[src/rtl/rx_frame_dispatch_fsm.sv]
// rx_frame_dispatch_fsm: after a CRC-good receive, loads the header, filters by ID window and type, then dispatches one read enable.
// Latency: rx_done -> load_rd_en 1 cycle; got_frame -> ack/pass/usr_rd_en SN_WAIT+1 cycles.
// Backpressure: none; rx_done outside IDLE is ignored, and header waits are bounded by HDR_TMO.
module rx_frame_dispatch_fsm #(
    parameter int                ID_W      = 8,
    parameter int                TYPE_W    = 8,
    parameter logic [TYPE_W-1:0] ACK_TYPE  = 8'h32,
    parameter logic [TYPE_W-1:0] PASS_TYPE = 8'h51,
    parameter logic [TYPE_W-1:0] USR_TYPE  = 8'h00,
    parameter bit                USR_EN    = 1'b0,
    parameter int                SN_WAIT   = 3,
    parameter int                HDR_TMO   = 15,
    parameter int                CNT_W     = 16
) (
    input  logic              sys_clk,
    input  logic              glbl_rst,
    input  logic              init_done,
    input  logic              rx_done,
    input  logic              rx_crc_rslt,
    output logic              load_rd_en,
    input  logic              got_frame,
    input  logic [ID_W-1:0]   frame_id,
    input  logic [TYPE_W-1:0] frame_type,
    input  logic              sn_error,
    input  logic [1:0]        win_mode,
    input  logic [ID_W-1:0]   win0_min,
    input  logic [ID_W-1:0]   win0_max,
    input  logic [ID_W-1:0]   win1_min,
    input  logic [ID_W-1:0]   win1_max,
    output logic              ack_rd_en,
    output logic              pass_rd_en,
    output logic              usr_rd_en,
    output logic              busy,
    output logic [CNT_W-1:0]  crc_drop_cnt,
    output logic [CNT_W-1:0]  id_drop_cnt,
    output logic [CNT_W-1:0]  type_drop_cnt,
    output logic [CNT_W-1:0]  sn_drop_cnt,
    output logic [CNT_W-1:0]  tmo_cnt
);

    // Last cycle index of the header wait and of the SN-check window.
    localparam logic [7:0] HDR_LAST = 8'(HDR_TMO - 1);
    localparam logic [3:0] SN_LAST  = 4'(SN_WAIT - 1);

    localparam logic [1:0] CH_ACK  = 2'd0;
    localparam logic [1:0] CH_PASS = 2'd1;
    localparam logic [1:0] CH_USR  = 2'd2;

    localparam logic [CNT_W-1:0] CNT_ONE = {{(CNT_W-1){1'b0}}, 1'b1};

    // 3-bit encoding leaves spare codes; any of them falls back to IDLE.
    typedef enum logic [2:0] {
        S_INIT     = 3'd0,
        S_IDLE     = 3'd1,
        S_WAIT_HDR = 3'd2,
        S_SN_CHK   = 3'd3
    } state_t;

    state_t             r_state;
    state_t             w_state_nxt;

    logic [7:0]         r_hdr_cnt, w_hdr_cnt_nxt;
    logic [3:0]         r_sn_cnt, w_sn_cnt_nxt;
    logic [1:0]         r_chan, w_chan_nxt;

    logic               r_load, w_load_nxt;
    logic               r_ack, w_ack_nxt;
    logic               r_pass, w_pass_nxt;
    logic               r_usr, w_usr_nxt;

    logic               w_latch;
    logic [1:0]         r_win_mode;
    logic [ID_W-1:0]    r_w0_min, r_w0_max, r_w1_min, r_w1_max;

    logic               w_inc_crc, w_inc_id, w_inc_type, w_inc_sn, w_inc_tmo;
    logic [CNT_W-1:0]   r_crc_cnt, r_id_cnt, r_type_cnt, r_sn_cnt_d, r_tmo_cnt;

    logic               w_in_w0, w_in_w1, w_id_match;
    logic               w_type_ok;
    logic [1:0]         w_type_chan;

    // An inverted window (min > max) naturally fails both compares.
    assign w_in_w0 = (r_w0_min <= frame_id) && (frame_id <= r_w0_max);
    assign w_in_w1 = (r_w1_min <= frame_id) && (frame_id <= r_w1_max);

    // ID window match against the configuration latched at init.
    always_comb begin
        w_id_match = 1'b0;
        case (r_win_mode)
            2'd0:    w_id_match = w_in_w0;
            2'd1:    w_id_match = w_in_w0 | w_in_w1;
            2'd2:    w_id_match = (frame_id == r_w0_min) || (frame_id == r_w0_max);
            default: w_id_match = 1'b1;
        endcase
    end

    // Type classification; colliding codes resolve ack > pass > user.
    always_comb begin
        w_type_ok   = 1'b1;
        w_type_chan = CH_ACK;
        if (frame_type == ACK_TYPE) begin
            w_type_chan = CH_ACK;
        end else if (frame_type == PASS_TYPE) begin
            w_type_chan = CH_PASS;
        end else if (USR_EN && (frame_type == USR_TYPE)) begin
            w_type_chan = CH_USR;
        end else begin
            w_type_ok = 1'b0;
        end
    end

    // Next-state, next-pulse and counter-increment decode.
    always_comb begin
        w_state_nxt   = r_state;
        w_hdr_cnt_nxt = r_hdr_cnt;
        w_sn_cnt_nxt  = r_sn_cnt;
        w_chan_nxt    = r_chan;
        w_load_nxt    = 1'b0;
        w_ack_nxt     = 1'b0;
        w_pass_nxt    = 1'b0;
        w_usr_nxt     = 1'b0;
        w_latch       = 1'b0;
        w_inc_crc     = 1'b0;
        w_inc_id      = 1'b0;
        w_inc_type    = 1'b0;
        w_inc_sn      = 1'b0;
        w_inc_tmo     = 1'b0;
        case (r_state)
            S_INIT: begin
                if (init_done) begin
                    w_latch     = 1'b1;
                    w_state_nxt = S_IDLE;
                end
            end
            S_IDLE: begin
                if (rx_done) begin
                    if (rx_crc_rslt) begin
                        w_load_nxt    = 1'b1;
                        w_hdr_cnt_nxt = 8'd0;
                        w_state_nxt   = S_WAIT_HDR;
                    end else begin
                        w_inc_crc = 1'b1;
                    end
                end
            end
            S_WAIT_HDR: begin
                if (got_frame) begin
                    if (!w_id_match) begin
                        w_inc_id    = 1'b1;
                        w_state_nxt = S_IDLE;
                    end else if (!w_type_ok) begin
                        w_inc_type  = 1'b1;
                        w_state_nxt = S_IDLE;
                    end else begin
                        w_chan_nxt   = w_type_chan;
                        w_sn_cnt_nxt = 4'd0;
                        w_state_nxt  = S_SN_CHK;
                    end
                end else if (r_hdr_cnt == HDR_LAST) begin
                    w_inc_tmo   = 1'b1;
                    w_state_nxt = S_IDLE;
                end else begin
                    w_hdr_cnt_nxt = r_hdr_cnt + 8'd1;
                end
            end
            S_SN_CHK: begin
                // An SN error, even on the final cycle, suppresses dispatch.
                if (sn_error) begin
                    w_inc_sn    = 1'b1;
                    w_state_nxt = S_IDLE;
                end else if (r_sn_cnt == SN_LAST) begin
                    w_ack_nxt   = (r_chan == CH_ACK);
                    w_pass_nxt  = (r_chan == CH_PASS);
                    w_usr_nxt   = (r_chan == CH_USR);
                    w_state_nxt = S_IDLE;
                end else begin
                    w_sn_cnt_nxt = r_sn_cnt + 4'd1;
                end
            end
            default: begin
                w_state_nxt = S_IDLE;
            end
        endcase
    end

    // State register.
    always_ff @(posedge sys_clk) begin
        if (glbl_rst) begin
            r_state <= S_INIT;
        end else begin
            r_state <= w_state_nxt;
        end
    end

    // Cycle counters, registered channel, output pulses and window latch.
    always_ff @(posedge sys_clk) begin
        if (glbl_rst) begin
            r_hdr_cnt  <= 8'd0;
            r_sn_cnt   <= 4'd0;
            r_chan     <= CH_ACK;
            r_load     <= 1'b0;
            r_ack      <= 1'b0;
            r_pass     <= 1'b0;
            r_usr      <= 1'b0;
            r_win_mode <= 2'd0;
            r_w0_min   <= '0;
            r_w0_max   <= '0;
            r_w1_min   <= '0;
            r_w1_max   <= '0;
        end else begin
            r_hdr_cnt <= w_hdr_cnt_nxt;
            r_sn_cnt  <= w_sn_cnt_nxt;
            r_chan    <= w_chan_nxt;
            r_load    <= w_load_nxt;
            r_ack     <= w_ack_nxt;
            r_pass    <= w_pass_nxt;
            r_usr     <= w_usr_nxt;
            if (w_latch) begin
                r_win_mode <= win_mode;
                r_w0_min   <= win0_min;
                r_w0_max   <= win0_max;
                r_w1_min   <= win1_min;
                r_w1_max   <= win1_max;
            end
        end
    end

    function automatic logic [CNT_W-1:0] sat_inc(input logic [CNT_W-1:0] v);
        return (&v) ? v : (v + CNT_ONE);
    endfunction

    // Saturating drop and diagnostic counters.
    always_ff @(posedge sys_clk) begin
        if (glbl_rst) begin
            r_crc_cnt  <= '0;
            r_id_cnt   <= '0;
            r_type_cnt <= '0;
            r_sn_cnt_d <= '0;
            r_tmo_cnt  <= '0;
        end else begin
            if (w_inc_crc)  r_crc_cnt  <= sat_inc(r_crc_cnt);
            if (w_inc_id)   r_id_cnt   <= sat_inc(r_id_cnt);
            if (w_inc_type) r_type_cnt <= sat_inc(r_type_cnt);
            if (w_inc_sn)   r_sn_cnt_d <= sat_inc(r_sn_cnt_d);
            if (w_inc_tmo)  r_tmo_cnt  <= sat_inc(r_tmo_cnt);
        end
    end

    assign load_rd_en    = r_load;
    assign ack_rd_en     = r_ack;
    assign pass_rd_en    = r_pass;
    assign usr_rd_en     = r_usr;
    assign busy          = (r_state != S_INIT) && (r_state != S_IDLE);
    assign crc_drop_cnt  = r_crc_cnt;
    assign id_drop_cnt   = r_id_cnt;
    assign type_drop_cnt = r_type_cnt;
    assign sn_drop_cnt   = r_sn_cnt_d;
    assign tmo_cnt       = r_tmo_cnt;

endmodule

[config.mk]
export PLATFORM = sky130hd
export DESIGN_NAME = rx_frame_dispatch_fsm
export DESIGN_NICKNAME = d
export VERILOG_FILES = /design/src/rtl/rx_frame_dispatch_fsm.sv
export SDC_FILE = /design/constraint.sdc
export NUM_CORES = 1
export LEC_CHECK = 0
export CAP_MARGIN = 20
export CORE_MARGIN = 2
export CORE_UTILIZATION = 40
export DETAILED_ROUTE_END_ITERATION = 8
export GPL_TIMING_DRIVEN = 0
export PLACE_DENSITY_LB_ADDON = 0.25
export SLEW_MARGIN = 20
export SYNTH_ARGS = -nofsm -noshare
export SYNTH_HDL_FRONTEND = slang
export SYNTH_SLANG_ARGS = --single-unit
[constraint.sdc]
create_clock -name sys_clk -period 3.1 [get_ports sys_clk]
set_input_delay 0.31 -clock sys_clk [delete_from_list [all_inputs] [get_ports sys_clk]]
set_output_delay 0.31 -clock sys_clk [all_outputs]
set_load 0.02 [all_outputs]
# Word level (Yosys, flattened, before mapping)
# Index checks and enable logic that the tools add are counted.
[totals]
register_bits = 135
latch_bits = 0
ram_bits = 0
mem_bits_ro = 0
input_bits = 57
out_inout_bits = 85
word_cells = 135
memories = 0
[op_classes]
add_sub_neg = 7
multipliers = 0
n_div = 0
magnitude_cmp = 4
n_eq_ne = 26
shifts = 0
muxes = 44
n_bitwise = 10
reduce_logical = 26
[ops]
columns = ["operator", "n"]
rows = [
  ["adder 16 x 1 -> 16 bit, second input constant", 5],
  ["AND reduction 16 bit", 5],
  ["<= comparator 8 bit", 4],
  ["two-way mux 8 bit", 4],
  ["two-way mux 1 bit", 22],
  ["two-way mux 3 bit", 7],
  ["two-way mux 4 bit", 5],
  ["inequality test 2 bit, second input constant", 10],
  ["== test 8 bit", 2],
  ["one-hot mux 8 bit (2 select lines)", 1],
  ["one-hot mux 3 bit (4 select lines)", 1],
  ["AND reduction 2 bit", 5],
  ["AND reduction 5 bit", 2],
  ["inverter 1 bit", 9],
  ["adder 8 x 1 -> 8 bit, second input constant", 1],
  ["== test 8 x 4 -> 1 bit, second input constant", 1],
  ["== test 8 x 6 -> 1 bit, second input constant", 1],
  ["== test 8 x 7 -> 1 bit, second input constant", 1],
  ["one-hot mux 4 bit (2 select lines)", 1],
  ["== test 3 x 2 -> 1 bit, second input constant", 2],
  ["inequality test 3 bit, second input constant", 2],
  ["AND reduction 6 bit", 1],
  ["adder 4 x 1 -> 4 bit, second input constant", 1],
  ["== test 2 x 1 -> 1 bit, second input constant", 2],
  ["other kinds (16)", 22],
]

# Logic depth before layout (Yosys ltp)
[logic_depth]
ltp_word = 8
ltp_mapped = 12
depth_no_buf = 10

# Least setup slack after synthesis
# OpenSTA, ideal clock, no wires.
[synth_path]
kind = "input -> register"
from = "in frame_id[0]"
to = "reg r_id_cnt[13] (netlist: id_drop_cnt[13])"
setup_ns = 0.123
arrival_ns = 2.261
required_ns = 2.977
slack_ns = 0.716
path_stages = 9
n_path_buf = 1
path_cell_list = "inv_1 ha_1 and4_1 nor2b_1 or3_1 buf_2 a21o_1 nor4_1 mux2_1"
[synth_between]
elab_chain_len = 8
word_cells_on_any_way = 15
classes_between = "4 x order compare; 2 x eq/ne; 4 x mux; 1 x bitwise; 4 x reduce/logical"
[synth_lines]
columns = ["item", "line", "source"]
rows = [
  ["start, declared", "22", "input logic [ID_W-1:0] frame_id,"],
  ["<= comparator 8 bit (on tied branches)", "83, 84", ""],
  ["logical AND 1 bit (on tied branches)", "83, 84", ""],
  ["bitwise OR 1 bit", "91", "2'd1: w_id_match = w_in_w0 | w_in_w1;"],
  ["one-hot mux 1 bit (3 select lines) *", "89", "case (r_win_mode)"],
  ["two-way mux 1 bit *", "148", "if (!w_id_match) begin"],
  ["two-way mux 1 bit *", "147", "if (got_frame) begin"],
  ["two-way mux 1 bit *", "128", "case (r_state)"],
  ["AND reduction 2 bit (no line) *", "n/a", ""],
  ["end signal, assigned", "242", "if (w_inc_id) r_id_cnt <= sat_inc(r_id_cnt);"],
  ["end, declared", "76", "logic [CNT_W-1:0] r_crc_cnt, r_id_cnt, r_type_cnt, r_sn_cnt_d, r_tmo_cnt;"],
]
# Every way passes the cells marked *; elsewhere a longest branch is shown, timed or not.
# A chain may end at the register's enable or synchronous reset.

# Worst setup path after layout
[layout_path]
from = "in frame_id[0]"
to = "reg r_id_cnt[9] (netlist: id_drop_cnt[9])"
# Same word-level chain as after synthesis.

==> flow_summary.yaml <==
run_status:
  outcome: "completed"
clock_tree:
  clk_path_buf_depth: 2
  cts-hold-fix-buffers: 0
  cts-root-buf: "clkbuf_16"
  cts_sinks: 132
  tritoncts: "done"
  cts-buffers-inserted: 17
  htreeDepth: 4
  clk_latency_ns: 0.42
  ctsResizeCount: 0
  clk_pin_slew_ns: 0.06
  post_cts_buffers: 0
timing:
  tightestPinTransition_ns: 0.6569
  hold_viol: 0
  slew_violations: 0
  clock_skew_ns: 0.005500
  fin_crit_sh: 0.9172
  period_minus_slack_ns: 2.843
  fin_setup_tns_ns: 0
  fmax_mhz: 351.7
  finalSetupViolations: 0
  maxSlewHeadroom: 0.5620
  rsz0062_at_grt: "false"
yosys:
  syn-instance-count: 800
  yosys-top-cells-count: "dfxtp_1, nand2_1, nor2_1, a21oi_1"
  ys_seq_elements: 132
  synth_top_area_cell: "dfxtp_1"
  ys_types: 62
  yosysMostFrequentCell: "dfxtp_1"
  yosys_warnings: 0
  synth_top_cell_area_share: 0.3961
  synth_seq_area_share: 0.3961
  syn_nets: 902
  syn_area_um2: 6671
  syn_area_per_cell_um2: 8.339
  async_flop_share: 0
  synth_ff_type: "dfxtp_1"
  synth_area_leaders: "dfxtp_1, ha_1, nand2_1"
  synth-edff-count: 0
grt:
  grt_pass1_wl_um: 27780
  use_met3: 0.06659
  grt.overflow.total: 0
  grt_util_met1: 0.2630
  grt_max_degree: 17
  antenna_found_initial: 0
  grt_pass1_vias: 5609
  met2_usage: 0.3077
  busiest_layer: "met2"
  groute.usage.overall: 0.1974
cells_and_area:
  nets: 1060
  num-fill-cells: 1562
  fin_util: 0.5444
  area_growth_pct: 34.36
  stdcell_area_um2: 8964
  layout-drive-gt1-share: 0.05664
  antenna_cells: 0
min_path:
  whs_endpoint: "id_drop_cnt[13]"
  min_path_cells: 3
  hold_class: "in -> reg"
  min_from: "glbl_rst"
detailed_routing:
  vias: 5904
  drt-initial-drc-count: 323
  drt-total-wl_um: 16900
  first_pass_iters: 5
  drtAntennaViolNets: 0
  vias_per_cell: 4.957
  wl_per_cell_um: 14.19
  drc: 0
critical_path:
  r2r-start: "r_w0_max[1]"
  cp_max_fo: 9
  reg2reg_to: "id_drop_cnt[9]"
  setup.worst_path.end_class: "register"
  crit_type: "in -> reg"
  crit_path_start: "frame_id[0]"
  critPathLaunchType: "input port"
  path_buf_inv: 3
  cp_slowest_cell: "clkdlybuf4s50_1"
  path_delay_family: "simple AND/OR/NAND/NOR gates"
  slowest_delay_ns: 0.57
  critical_path_arrival_ns: 3.15
  cp.required_ns: 3.40
  crit_chain: "clkdlybuf4s50_1, inv_1, ha_1, and4_1, nor2b_1, or3_1, buf_2, a21o_1, nor4_1, mux2_1"
  reg2regPathDepth: 9
  r2r_setup_slack_ns: 0.46
pwr:
  total_power_mw: 4.313
  power.density_nw_per_um2: 481.2
  peakVddDrop_uv: 402.3
  leakage_nw: 3.341
floorplan:
  die_area_um2: 17730
  num_rows: 47
  fp.dieH_um: 133.1
  die_w_um: 133.1
  initial_utilization: 0.4052
  ios: 142
  core-area_um2: 16470
flow_run:
  cap_violations: 0
place:
  gp_congestion: 0.8340
  post-dp-hpwl_um: 12510
  io_buffers: 139
  post_dp_cell_area_um2: 8338
==> report_power, final <==
part	total, mW	internal [mW]	switching (mW)
Sequential	1.77	1.74	0.0307
Combinational	0.460	0.193	0.266
Clock	2.08	1.33	0.756
==> sequential cells by signal, summed over array words and instances (netlist names), 4 cells and up <==
signal	cells
crc_drop_cnt	16
id_drop_cnt	16
r_hdr_cnt	8
r_sn_cnt	4
r_w0_max	8
r_w0_min	8
r_w1_max	8
r_w1_min	8
sn_drop_cnt	16
tmo_cnt	16
type_drop_cnt	16
==> how the worst max path moves through the flow <==
stage | end | slack [ns] | cells past startpoint
2_1_floorplan | id_drop_cnt[13] | 0.72 | 9
3_3_place_gp | r_sn_cnt[0] | -0.23 | 10
3_5_place_dp | r_sn_cnt[0] | -0.24 | 10
4_1_cts | r_sn_cnt[0] | 0.19 | 10
5_1_grt | id_drop_cnt[14] | 0.08 | 10
6_report | id_drop_cnt[9] | 0.26 | 10
==> tightest hold or removal path, delay by kind of cell <==
| family | cells | cell delay, ns |
|---|---|---|
| buffers and inverters | 1 | 0.19 |
| AND/OR/NAND/NOR | 1 | 0.14 |
| multiplexers | 1 | 0.12 |
==> area by class of cell <==
cell class                 count  area, um^2  area share
buffer                        29       123.9     0.01382
inverter                      41       153.9     0.01717
tap                          220       275.3     0.03071
sequential                   132        2643      0.2948
clock inverter                12       153.9     0.01717
clock buffer                  20       466.7     0.05207
timing repair buffer         139        1391      0.1552
multi-input combinational    598        3756      0.4190
==> cells in the final DEF, fill, tap and decap left out, types with 21 or more instances in the layout <==
cell type          n
dfxtp_1          132
clkdlybuf4s50_1  139
inv_1             41
clkbuf_1          24
nand3_1           39
a21oi_1           63
xor2_1            45
nand4_1           21
nor2_1            92
nand2_1          114
ha_1              45
==> stage by stage <==
step                      worst slack, ns  std cells  hold slack, ns
after floorplan                    0.7158        800          0.4031
after global placement            -0.2348       1159          0.4434
after detailed placement          -0.2359       1159          0.4477
after CTS                          0.1949       1191          0.3562
after global routing              0.08416       1191          0.4019
final                              0.2567       1191          0.3642
==> cell families after synthesis <==
kind of cell    synth area share
xor+xnor                 0.08533
flops                     0.3961
mux                      0.01088
buf+inv                  0.04164
compound gates            0.1161
fa+ha+maj                0.08440
other cells            0.0005621
simple gates              0.2650
==> metal layers <==
layer	share of wire	vias up
met5	0	-
met4	0.010	0
met3	0.068	14
met2	0.44	118
met1	0.48	2704
li1	-	3068
Note: power is estimated with default switching activity, not from simulation.
